<file path="config.mk">
export PLATFORM = sky130hd
export DESIGN_NAME = divisor_secuencial
export DESIGN_NICKNAME = d
export VERILOG_FILES = /design/src/rtl/divisor_pkg.sv /design/src/rtl/divisor_paso.sv /design/src/rtl/divisor_secuencial.sv
export SDC_FILE = /design/constraint.sdc
export NUM_CORES = 1
export LEC_CHECK = 0
export CORE_MARGIN = 2
export CORE_UTILIZATION = 30
export CTS_BUF_LIST = sky130_fd_sc_hd__clkbuf_8 sky130_fd_sc_hd__clkbuf_16
export DETAILED_ROUTE_END_ITERATION = 8
export GPL_ROUTABILITY_DRIVEN = 0
export PLACE_DENSITY_LB_ADDON = 0.2
export SLEW_MARGIN = 40
export SYNTH_ARGS = -nofsm -noshare
export SYNTH_HDL_FRONTEND = slang
export SYNTH_SLANG_ARGS = --single-unit
</file>
<file path="constraint.sdc">
create_clock -name clk -period 9.55 [get_ports clk]
set_clock_uncertainty 0.2 [all_clocks]
set_input_delay 2.3875 -clock clk [delete_from_list [all_inputs] [get_ports clk]]
set_output_delay 2.3875 -clock clk [all_outputs]
set_load 0.02 [all_outputs]
</file>
<file path="src/rtl/divisor_pkg.sv">
// Shared types and sizing helpers for the sequential restoring divider.
package divisor_pkg;

    typedef enum logic [1:0] {
        REPOSO  = 2'd0,
        CALCULO = 2'd1,
        AJUSTE  = 2'd2,
        FIN     = 2'd3
    } estado_div_t;

    localparam int ANCHO_DEF = 16;

    // Bits needed for a down-counter that is loaded with the operand width.
    function automatic int ancho_cnt(input int ancho);
        return $clog2(ancho + 1);
    endfunction

endpackage

</file>
<file path="src/rtl/divisor_paso.sv">
// One restoring-division step: shift in a dividend bit and trial-subtract the divisor.
module divisor_paso #(
    parameter int ANCHO = 16
) (
    input  logic [ANCHO-1:0] rem_in,
    input  logic             bit_in,
    input  logic [ANCHO-1:0] div_mag,
    output logic [ANCHO-1:0] rem_out,
    output logic             q_bit
);

    logic [ANCHO:0] desplazado;
    logic [ANCHO:0] resta;

    assign desplazado = {rem_in, bit_in};
    assign resta      = desplazado - {1'b0, div_mag};

    // rem_in < div_mag always holds, so a set top bit of the shifted value
    // already guarantees the trial subtraction cannot go negative.
    assign q_bit   = desplazado[ANCHO] | ~resta[ANCHO];
    assign rem_out = q_bit ? resta[ANCHO-1:0] : desplazado[ANCHO-1:0];

endmodule

</file>
<file path="src/rtl/divisor_secuencial.sv">
// Iterative signed/unsigned restoring divider, one quotient bit per clock.
//   state   | meaning
//   REPOSO  | idle, waits for iniciar and latches operands
//   CALCULO | ANCHO restoring steps, counter runs down to terminal count
//   AJUSTE  | sign correction and result registration
//   FIN     | terminado pulse, results valid
module divisor_secuencial
    import divisor_pkg::*;
#(
    parameter int ANCHO = ANCHO_DEF
) (
    input  logic             clk,
    input  logic             rst,
    input  logic             iniciar,
    input  logic             con_signo,
    input  logic [ANCHO-1:0] dividendo,
    input  logic [ANCHO-1:0] divisor,
    output logic [ANCHO-1:0] cociente,
    output logic [ANCHO-1:0] residuo,
    output logic             div_cero,
    output logic             desbordamiento,
    output logic             ocupado,
    output logic             terminado
);

    localparam int CW = ancho_cnt(ANCHO);

    estado_div_t      estado_q, estado_d;
    logic [CW-1:0]    cnt_q, cnt_d;
    logic [ANCHO-1:0] rem_q, rem_d;
    logic [ANCHO-1:0] dq_q, dq_d;
    logic [ANCHO-1:0] mag_q, mag_d;
    logic             signo_q, signo_d;
    logic             sgn_coc_q, sgn_coc_d;
    logic             sgn_res_q, sgn_res_d;
    logic [ANCHO-1:0] coc_q, coc_d;
    logic [ANCHO-1:0] res_q, res_d;
    logic             dz_q, dz_d;
    logic             ov_q, ov_d;

    logic             neg_a, neg_b;
    logic [ANCHO-1:0] paso_rem;
    logic             paso_q;

    assign neg_a = con_signo & dividendo[ANCHO-1];
    assign neg_b = con_signo & divisor[ANCHO-1];

    // dq_q starts as the dividend magnitude and fills with quotient bits from the LSB.
    divisor_paso #(.ANCHO(ANCHO)) u_paso (
        .rem_in  (rem_q),
        .bit_in  (dq_q[ANCHO-1]),
        .div_mag (mag_q),
        .rem_out (paso_rem),
        .q_bit   (paso_q)
    );

    always_comb begin
        estado_d  = estado_q;
        cnt_d     = cnt_q;
        rem_d     = rem_q;
        dq_d      = dq_q;
        mag_d     = mag_q;
        signo_d   = signo_q;
        sgn_coc_d = sgn_coc_q;
        sgn_res_d = sgn_res_q;
        coc_d     = coc_q;
        res_d     = res_q;
        dz_d      = dz_q;
        ov_d      = ov_q;
        case (estado_q)
            REPOSO: begin
                if (iniciar) begin
                    signo_d   = con_signo;
                    dq_d      = neg_a ? -dividendo : dividendo;
                    mag_d     = neg_b ? -divisor : divisor;
                    sgn_coc_d = neg_a ^ neg_b;
                    sgn_res_d = neg_a;
                    rem_d     = '0;
                    ov_d      = con_signo && (dividendo == {1'b1, {(ANCHO-1){1'b0}}})
                                && (divisor == {ANCHO{1'b1}});
                    if (divisor == '0) begin
                        dz_d     = 1'b1;
                        coc_d    = {ANCHO{1'b1}};
                        res_d    = dividendo;
                        estado_d = FIN;
                    end else begin
                        dz_d     = 1'b0;
                        cnt_d    = CW'(ANCHO);
                        estado_d = CALCULO;
                    end
                end
            end
            CALCULO: begin
                rem_d = paso_rem;
                dq_d  = {dq_q[ANCHO-2:0], paso_q};
                cnt_d = cnt_q - CW'(1);
                if (cnt_q == CW'(1)) begin
                    estado_d = AJUSTE;
                end
            end
            AJUSTE: begin
                coc_d    = (signo_q & sgn_coc_q) ? -dq_q : dq_q;
                res_d    = (signo_q & sgn_res_q) ? -rem_q : rem_q;
                estado_d = FIN;
            end
            FIN: begin
                estado_d = REPOSO;
            end
            default: begin
                estado_d = REPOSO;
            end
        endcase
    end

    always_ff @(posedge clk or posedge rst) begin
        if (rst) begin
            estado_q  <= REPOSO;
            cnt_q     <= '0;
            rem_q     <= '0;
            dq_q      <= '0;
            mag_q     <= '0;
            signo_q   <= 1'b0;
            sgn_coc_q <= 1'b0;
            sgn_res_q <= 1'b0;
            coc_q     <= '0;
            res_q     <= '0;
            dz_q      <= 1'b0;
            ov_q      <= 1'b0;
        end else begin
            estado_q  <= estado_d;
            cnt_q     <= cnt_d;
            rem_q     <= rem_d;
            dq_q      <= dq_d;
            mag_q     <= mag_d;
            signo_q   <= signo_d;
            sgn_coc_q <= sgn_coc_d;
            sgn_res_q <= sgn_res_d;
            coc_q     <= coc_d;
            res_q     <= res_d;
            dz_q      <= dz_d;
            ov_q      <= ov_d;
        end
    end

    assign cociente       = coc_q;
    assign residuo        = res_q;
    assign div_cero       = dz_q;
    assign desbordamiento = ov_q;
    assign ocupado        = (estado_q != REPOSO);
    assign terminado      = (estado_q == FIN);

endmodule

</file>
==> metrics.yaml, run 1 <==
ys_seq_elements: 92
path_common_cell: "inv_1"
worst_skew_pair_latency_ps: 350
die_area_mm2: 0.0221
ctsLongestPathBuffers: 2
ioPinCount: 72
area_growth_pct: 20.0
synth_seq_area_share_pct: 36.8
final_nets: 846
grt_max_degree: 68
crit_path_cell_trace: "inv_1 > ha_1 > inv_1 > clkdlybuf4s50_1"
drt_first_pass_iters: 5
power_leakage_nw: 3.23
mux_cell_area_share_after_synthesis_pct: 3.84
first_pass_grt_wire_length_um: 26900
critical-path-top-delay-family: "buffers and inverters"
timing.max_cap.violations: 0
post-route-period-util_pct: 50.1
power.density_cell_area_mw_per_mm2: 326
setup.worst_path.class: "flop to output port"
synthesis.yosys.warnings: 0
htree_num_levels: 3
final.min_clock_period_ps: 4780
grtUsageTotal_pct: 15.5
number_of_buffers_created_by_cts: 9
hpwl_um: 12500
clk_pin_slew_ps: 70
fin_area_mm2: 0.00752
synth_top_family_by_area: "compound AO/OA/AOI/OAI gates"
final-setup-viol-count: 0
critical_path_buffers_and_inverters: 3
ffs_w_async_s_r_synth_pct: 100
viasPerCell: 4.94
root_buffer: "clkbuf_16"
critPathMaxFanout: 7
start_util_pct: 30.8
post_synth.cell_area_avg_um2: 8.64
cpPeakStageDelay_ps: 700
compound_gate_fraction_of_synth_area_pct: 22.1
grt_pass1_vias: 4951
post_synth_instance_area_mm2: 0.00626
drive_above_1_share_pct: 6.86
global_route.overflow_total: 0
ctsResizeCount: 0
timing.final.hold_violations: 0
cts_setup_buffers: 0
worst_ep_arrival_time_ps: 2200
first_iteration_detailed_routing_drc_count: 368
synth-simple-area-share_pct: 17.4
synth_fp_nets: 789
synth_enable_flop_cells: 0
slew_headroom_pct: 47.4
grt_antenna_before_repair: 0
synth_fa_ha_area_share_pct: 5.71
die_width_um: 148
critical_path.startpoint_type: "flop"
layout.cells.non_filler: 1057
placement_rows: 52
setup_total_negative_slack_ps: 0
critPathRequiredTime_ps: 6960
slew_at_the_pin_with_the_worst_max_slew_slack_ps: 787
placement.cell_area_mm2: 0.00722
worst_hold_slack_ps: 276
endpoint_kind: "output port"
clock.fmax_mhz: 209
gate_count_of_the_mapped_netlist: 725
placed_cells: 1041
cts_tree: "yes"
fin_max_slew_vios: 0
vias: 5220
totalWireLength_um: 16900
detail_route.drc_violations: 0
vdd_ir_drop_max_mv: 0.105
synth.distinct_cells: 66
routedWlPerCell_um: 16.0
synth_flop_cell: "dfrtp_1"
design_power_total_mw: 2.45
die_y_um: 148
worstHoldPathType: "flop to flop"
synth_xor_xnor_area_share_pct: 8.67
floorplan.core_area_mm2: 0.0204
n_antenna_cell: 0
tritoncts_num_sinks: 92
outcome: "complete, no violations"
io_buffer_count: 71
postRouteAntennaNets: 0
timing.critical_path.slowest_stage_cell: "clkdlybuf4s50_1"
rsz0062_at_grt: "no"
cts_hold_buf: 0
-- cell usage in the layout, fill, tap and decap left out, types with 3 or more instances in the layout --
cell             instances
a21o_1                   8
a21oi_1                 52
a21oi_2                 10
a221o_1                  3
a22o_1                   3
a31oi_1                 12
a32oi_1                  7
and2_1                   4
and3_1                   4
buf_4                    4
clkbuf_16                9
clkdlybuf4s50_1         71
dfrtp_1                 92
ha_1                    26
inv_1                   40
mux2i_1                 24
nand2_1                 96
nand2b_1                 6
nand3_1                  4
nand4_1                  5
nor2_1                  60
nor3_1                  16
nor4_1                   6
o211ai_1                 7
o21ai_0                 73
o21ai_1                 11
o31ai_1                  7
or3_1                    4
or4_1                    6
xnor2_1                 37
xor2_1                  25
-- routing by layer --
metal	GRT usage, %	part of all wire, %	vias up	routed length, um
li1	-	-	2678	-
met1	22.3	50	2410	8490
met2	24.4	44	115	7450
met3	2.36	4.2	17	712
met4	4.48	1.4	0	242
met5	0	0	-	0
-- synth_stat cells (5+ instances only) --
| master | n | area share (%) |
|---|---|---|
| a21o_1 | 8 | 0.96 |
| a21oi_1 | 53 | 4.2 |
| a21oi_2 | 10 | 1.4 |
| a31oi_1 | 12 | 1.2 |
| a32oi_1 | 7 | 0.98 |
| buf_2 | 9 | 0.72 |
| buf_6 | 5 | 0.90 |
| clkbuf_1 | 14 | 0.84 |
| dfrtp_1 | 92 | 37 |
| ha_1 | 27 | 5.4 |
| inv_1 | 41 | 2.5 |
| mux2i_1 | 24 | 3.8 |
| nand2_1 | 96 | 5.8 |
| nand2b_1 | 6 | 0.60 |
| nand4_1 | 5 | 0.50 |
| nor2_1 | 60 | 3.6 |
| nor3_1 | 16 | 1.3 |
| nor4_1 | 6 | 0.60 |
| o211ai_1 | 7 | 0.84 |
| o21ai_0 | 73 | 5.8 |
| o21ai_1 | 11 | 0.88 |
| o31ai_1 | 7 | 0.84 |
| or4_1 | 6 | 0.72 |
| xnor2_1 | 37 | 5.2 |
| xor2_1 | 25 | 3.5 |
-- through the flow --
step	util, %	worst slack [ps]
after floorplan	-	4570
final	36.9	4770
after CTS	36.9	4770
after global routing	36.9	4680
after detailed placement	35.4	4520
after global placement	35.2	4570
-- report_power, final --
group	switching, mW	total (mW)	internal (mW)
clock	0.166	0.370	0.205
combinational	0.797	1.37	0.575
sequential	0.158	0.705	0.547
-- layout make-up --
class,count,area (um2)
flip-flops and latches,92,2300
well taps,270,338
fillers,2096,12800
clock inverters,7,73.8
multi-input cells,559,3640
clock buffers,9,225
repair buffers,78,782
inverters,42,160
-- flip-flops by register name, summed over array words and instances, names as in the netlist --
signal	count
cociente	16
dq_q	16
mag_q	16
rem_q	16
residuo	16
cnt_q	5
estado_q	2
desbordamiento	1
div_cero	1
sgn_coc_q	1
sgn_res_q	1
signo_q	1
-- path summary, 6_finish.rpt --
kind | cells past startpoint | start | slack, ps | end
setup / recovery | 4 | estado_q[0] | 4770 | ocupado
hold / removal | 2 | residuo[4] | 280 | residuo[4]
setup reg to reg | 8 | rem_q[0] | 6590 | rem_q[9]
hold reg to reg | 2 | residuo[4] | 280 | residuo[4]
max in group asynchronous | 3 | rst | 6020 | estado_q[1]
min in group asynchronous | 2 | rst | 2180 | rem_q[13]
-- worst reg2reg max path: stages (launching register included) --
cell,delay (ps)
dfrtp_1,470
inv_1,150
fa_1,470
nor2b_1,220
o31a_1,220
o2111ai_1,230
a21o_1,310
or4_1,530
nand3_1,100
-- kinds of logic after synthesis --
family / after synthesis
and+or+nand+nor: 227
adders and majority gates: 28
DFF: 92
AOI/OAI and AO/OA: 218
buffers and inverters: 74
xor gates and xnor gates: 62
muxes: 24
No activity file was read; power rests on OpenSTA's default activity.
==> inputs of run 2 (changes only) <==
Clock period 9.55 ns to 4.4 ns, I/O delays scaled along.
==> run 2 against run 1 <==
- die area stayed put
- cell area hardly changed
- cell count barely moved
- first-iteration DRC count down 25%
- register-to-register slack worse by 5200 ps
- sequential share of layout area hardly changed
- clock-buffer cell count unchanged
==> metrics.yaml, run 2 (synthesis gave the netlist of run 1 again) <==
outcome: "complete, no violations"
power_leakage_nw: 3.23
number_of_cells_traversed_by_the_worst_register_to_register_path: 8
n_antenna_cell: 0
grt_antenna_before_repair: 0
setup.worst_path.class: "flop to output port"
crit_path_cell_trace: "inv_1 > ha_1 > inv_1 > clkdlybuf4s50_1"
multi_input_logic_area_mm2: 0.00364
critical_path.reg2reg.startpoint: "rem_q[0]"
grt_pass1_vias: 5227
die_area_mm2: 0.0221
timing.max_cap.violations: 0
final.min_clock_period_ps: 3560
endpoint: "ocupado"
timing.critical_path.slowest_stage_cell: "clkdlybuf4s50_1"
placement_rows: 52
rr_endpoint: "rem_q[9]"
postRouteAntennaNets: 0
r2r_slack_ps: 1440
ctsLongestPathBuffers: 2
worst_ep_arrival_time_ps: 2260
number_of_buffers_created_by_cts: 9
power.density_cell_area_mw_per_mm2: 699
cts_hold_buf: 0
setup_total_negative_slack_ps: 0
root_buffer: "clkbuf_16"
clock.fmax_mhz: 281
routedWlPerCell_um: 15.6
worstHoldPathType: "flop to flop"
ctsResizeCount: 0
tritoncts_num_sinks: 92
viasPerCell: 4.95
worst_hold_slack_ps: 273
final-setup-viol-count: 0
detail_route.drc_violations: 0
drt_first_pass_iters: 4
slew_at_the_pin_with_the_worst_max_slew_slack_ps: 774
ioPinCount: 72
final_nets: 847
area_growth_pct: 20.0
grt_max_degree: 53
die_width_um: 148
timing.final.hold_violations: 0
io_buffer_count: 71
endpoint_kind: "output port"
most_common_cell_after_layout_fill_and_taps_aside: "nand2_1"
cpPeakStageDelay_ps: 700
vias: 5242
critPathRequiredTime_ps: 3100
die_y_um: 148
start_util_pct: 30.8
critPathMaxFanout: 7
first_pass_grt_wire_length_um: 27500
post-route-period-util_pct: 80.8
drive_above_1_share_pct: 6.85
clk_pin_slew_ps: 70
slew_headroom_pct: 48.3
filler_instances: 2109
rsz0062_at_grt: "no"
critical_path.startpoint: "estado_q[0]"
area.sequential_mm2: 0.00230
first_iteration_detailed_routing_drc_count: 276
path_common_cell: "inv_1"
hpwl_um: 12500
cts_setup_buffers: 0
commonest_cells_after_routing_fill_and_taps_aside: "nand2_1 (96), dfrtp_1 (92), o21ai_0 (73), clkdlybuf4s50_1 (71), nor2_1 (60)"
worst_skew_pair_latency_ps: 360
global_route.overflow_total: 0
htree_num_levels: 3
grtUsageTotal_pct: 15.7
totalWireLength_um: 16500
critical_path.startpoint_type: "flop"
fin_max_slew_vios: 0
vdd_ir_drop_max_mv: 0.217
floorplan.core_area_mm2: 0.0204
cts_tree: "yes"
-- run 2: cell types whose count changed in the layout (fill, tap and decap cells not counted), sizes merged --
cell and change:
buf +1, clkinv -1, clkinvlp +1
-- run 2: worst max-delay path: cells and delay by family (launching register included) --
family | cells | cell delay [ps]
buffers and inverters | 3 | 1180
DFF | 1 | 400
adders and majority gates | 1 | 320
-- run 2: per-stage QoR --
step	cell area, um2	util (%)	instances	setup WS, ps	total power [mW]
after floorplan	6260	-	725	708	3.69
after global placement	7210	35.4	1042	702	4.49
after detailed placement	7220	35.4	1042	648	4.50
after global routing	7520	36.9	1058	771	5.74
final	7520	36.9	1058	844	5.26
after CTS	7510	36.9	1058	871	5.31
-- run 2: worst min-delay path by stage --
stage | startpoint | to | slack (ps) | cells after the start
finish | residuo[3] | residuo[3] | 270 | 2
global route | residuo[3] | residuo[3] | 310 | 2
CTS | residuo[3] | residuo[3] | 280 | 2
detailed placement | residuo[3] | residuo[3] | 270 | 2
global placement | mag_q[5] | mag_q[5] | 260 | 2
floorplan | dq_q[15] | dq_q[15] | 250 | 2
-- run 2: layer usage --
| metal | global-route usage (%) | share of wire [%] | up-vias |
|---|---|---|---|
| met2 | 25.0 | 45 | 81 |
| met3 | 2.30 | 3.5 | 15 |
| met4 | 5.19 | 1.6 | 0 |
| met5 | 0 | 0 | - |
| met1 | 22.1 | 49 | 2455 |
| li1 | - | - | 2691 |
-- run 2: layout make-up --
class                   count  area share (%)
clock buffers               9            3.00
clock inverters             7           0.899
inverters                  42            2.13
multi-input cells         559            48.4
flip-flops and latches     92            30.6
well taps                 270            4.49
repair buffers             79            10.4
-- run 2: where the power goes --
group          switching, mW  internal [mW]
logic                   1.72           1.23
clock network          0.350          0.438
registers              0.337           1.19
==> inputs of run 3 (changes only) <==
Clock period 4.4 ns to 3.57 ns, I/O delays scaled along.
==> run 3 against run 2 <==
- clock-buffer cell count unchanged
- routed wire length rose by 1.4%
- hold slack gained 4.8 ps
- sequential share of layout area is 0.50 points lower
- setup slack worse by 290 ps
- clock power is 19% higher
- combinational power rose by 24%
- die area stayed put
- register-to-register slack got worse by 820 ps
- sequential power is 24% higher
- flip-flop and latch count did not move
- critical path type is now input pin to flop
- largest cell class unchanged
==> metrics.yaml, run 3 (synthesis gave the netlist of run 1 again) <==
detail_route.drc_violations: 0
cpPeakStageDelay_ps: 650
final_nets: 865
cts_setup_buffers: 0
die_y_um: 148
slew_headroom_pct: 49.6
root_buffer: "clkbuf_16"
timing.max_cap.violations: 0
route.met2.wl_um: 7560
grt_antenna_before_repair: 0
clock.fmax_mhz: 332
commonest_cells_after_routing_fill_and_taps_aside: "nand2_1 (96), dfrtp_1 (92), o21ai_0 (73), clkdlybuf4s50_1 (71), nor2_1 (60)"
viasPerCell: 4.91
worst_skew_pair_latency_ps: 360
placed_cells: 1060
placement.cell_area_mm2: 0.00736
critPathRequiredTime_ps: 3590
placement_rows: 52
place_ws_ps: 184
grtUsageTotal_pct: 15.9
worstHoldPathType: "flop to flop"
timing.final.hold_violations: 0
power_leakage_nw: 3.31
final.min_clock_period_ps: 3020
final-setup-viol-count: 0
die_width_um: 148
most_common_cell_after_layout_fill_and_taps_aside: "nand2_1"
power.density_cell_area_mw_per_mm2: 849
postRouteAntennaNets: 0
clk_pin_slew_ps: 70
global_route.overflow_total: 0
grt_pass1_vias: 5181
ioPinCount: 72
totalWireLength_um: 16800
first_iteration_detailed_routing_drc_count: 327
number_of_buffers_created_by_cts: 9
final_core_util_pct: 37.5
fin_area_mm2: 0.00764
crit_path_cell_trace: "clkdlybuf4s50_1 > or4_1 > nor3_2 > a21oi_1 > xor2_1 > mux2i_1 > o21ai_0"
met3RoutedLength_um: 575
die_area_mm2: 0.0221
tritoncts_num_sinks: 92
post-route-period-util_pct: 84.5
vdd_ir_drop_max_mv: 0.286
design_power_total_mw: 6.49
grt_max_degree: 50
critPathMaxFanout: 5
rsz0062_at_grt: "no"
io_buffer_count: 71
worst_ep_arrival_time_ps: 3040
endpoint_kind: "flop"
outcome: "complete, no violations"
setup.worst_path.class: "input pin to flop"
area_growth_pct: 22.0
layout.cells.non_filler: 1076
ctsResizeCount: 0
cts_tree: "yes"
worst_hold_slack_ps: 278
m1WireLength_um: 8420
first_pass_grt_wire_length_um: 27800
timing.critical_path.slowest_stage_cell: "or4_1"
hpwl_um: 12800
ctsLongestPathBuffers: 2
drive_above_1_share_pct: 8.93
dr.max_layer_used: "met4"
slew_at_the_pin_with_the_worst_max_slew_slack_ps: 749
drt_first_pass_iters: 4
routedWlPerCell_um: 15.6
critical_path.startpoint_type: "input pin"
setup_total_negative_slack_ps: 0
floorplan.core_area_mm2: 0.0204
htree_num_levels: 3
start_util_pct: 30.8
n_antenna_cell: 0
cts_hold_buf: 0
layout_setup_ws_ps: 554
fin_max_slew_vios: 0
vias: 5279
==> run 3: power breakdown <==
| group | leakage (nW) | internal, mW | switching (mW) |
|---|---|---|---|
| Clock | 0.129 | 0.481 | 0.458 |
| Combinational | 2.05 | 1.56 | 2.11 |
| Sequential | 1.13 | 1.46 | 0.420 |
==> run 3: per-layer routing <==
layer  vias to the layer above  track usage, %
li1                       2716               -
met1                      2463            22.6
met2                        86            25.3
met3                        14            2.09
met4                         0            4.71
met5                         -               0
==> run 3: worst paths after layout <==
| path | start | end | slack (ps) | depth (start not counted) |
|---|---|---|---|---|
| min in group asynchronous | rst | residuo[4] | 630 | 2 |
| min reg2reg | mag_q[5] | mag_q[5] | 280 | 2 |
| max reg2reg | rem_q[0] | rem_q[9] | 620 | 8 |
| max in group asynchronous | rst | mag_q[14] | 1890 | 3 |
| max | dividendo[4] | dq_q[12] | 550 | 7 |
| min | mag_q[5] | mag_q[5] | 280 | 2 |
==> run 3: layout make-up <==
type / count / area, um2
Clock buffer: 9 / 225
Clock inverter: 7 / 57.6
Fill cell: 2147 / 12700
Inverter: 42 / 160
Multi-Input combinational cell: 559 / 3630
Sequential cell: 92 / 2300
Tap cell: 270 / 338
Timing Repair Buffer: 97 / 931
==> run 3: worst max-delay path: cells and delay by family <==
family | cells | cell delay [ps]
buf+inv | 1 | 520
simple gates | 2 | 1090
mux | 1 | 140
compound gates | 2 | 230
xor+xnor | 1 | 170
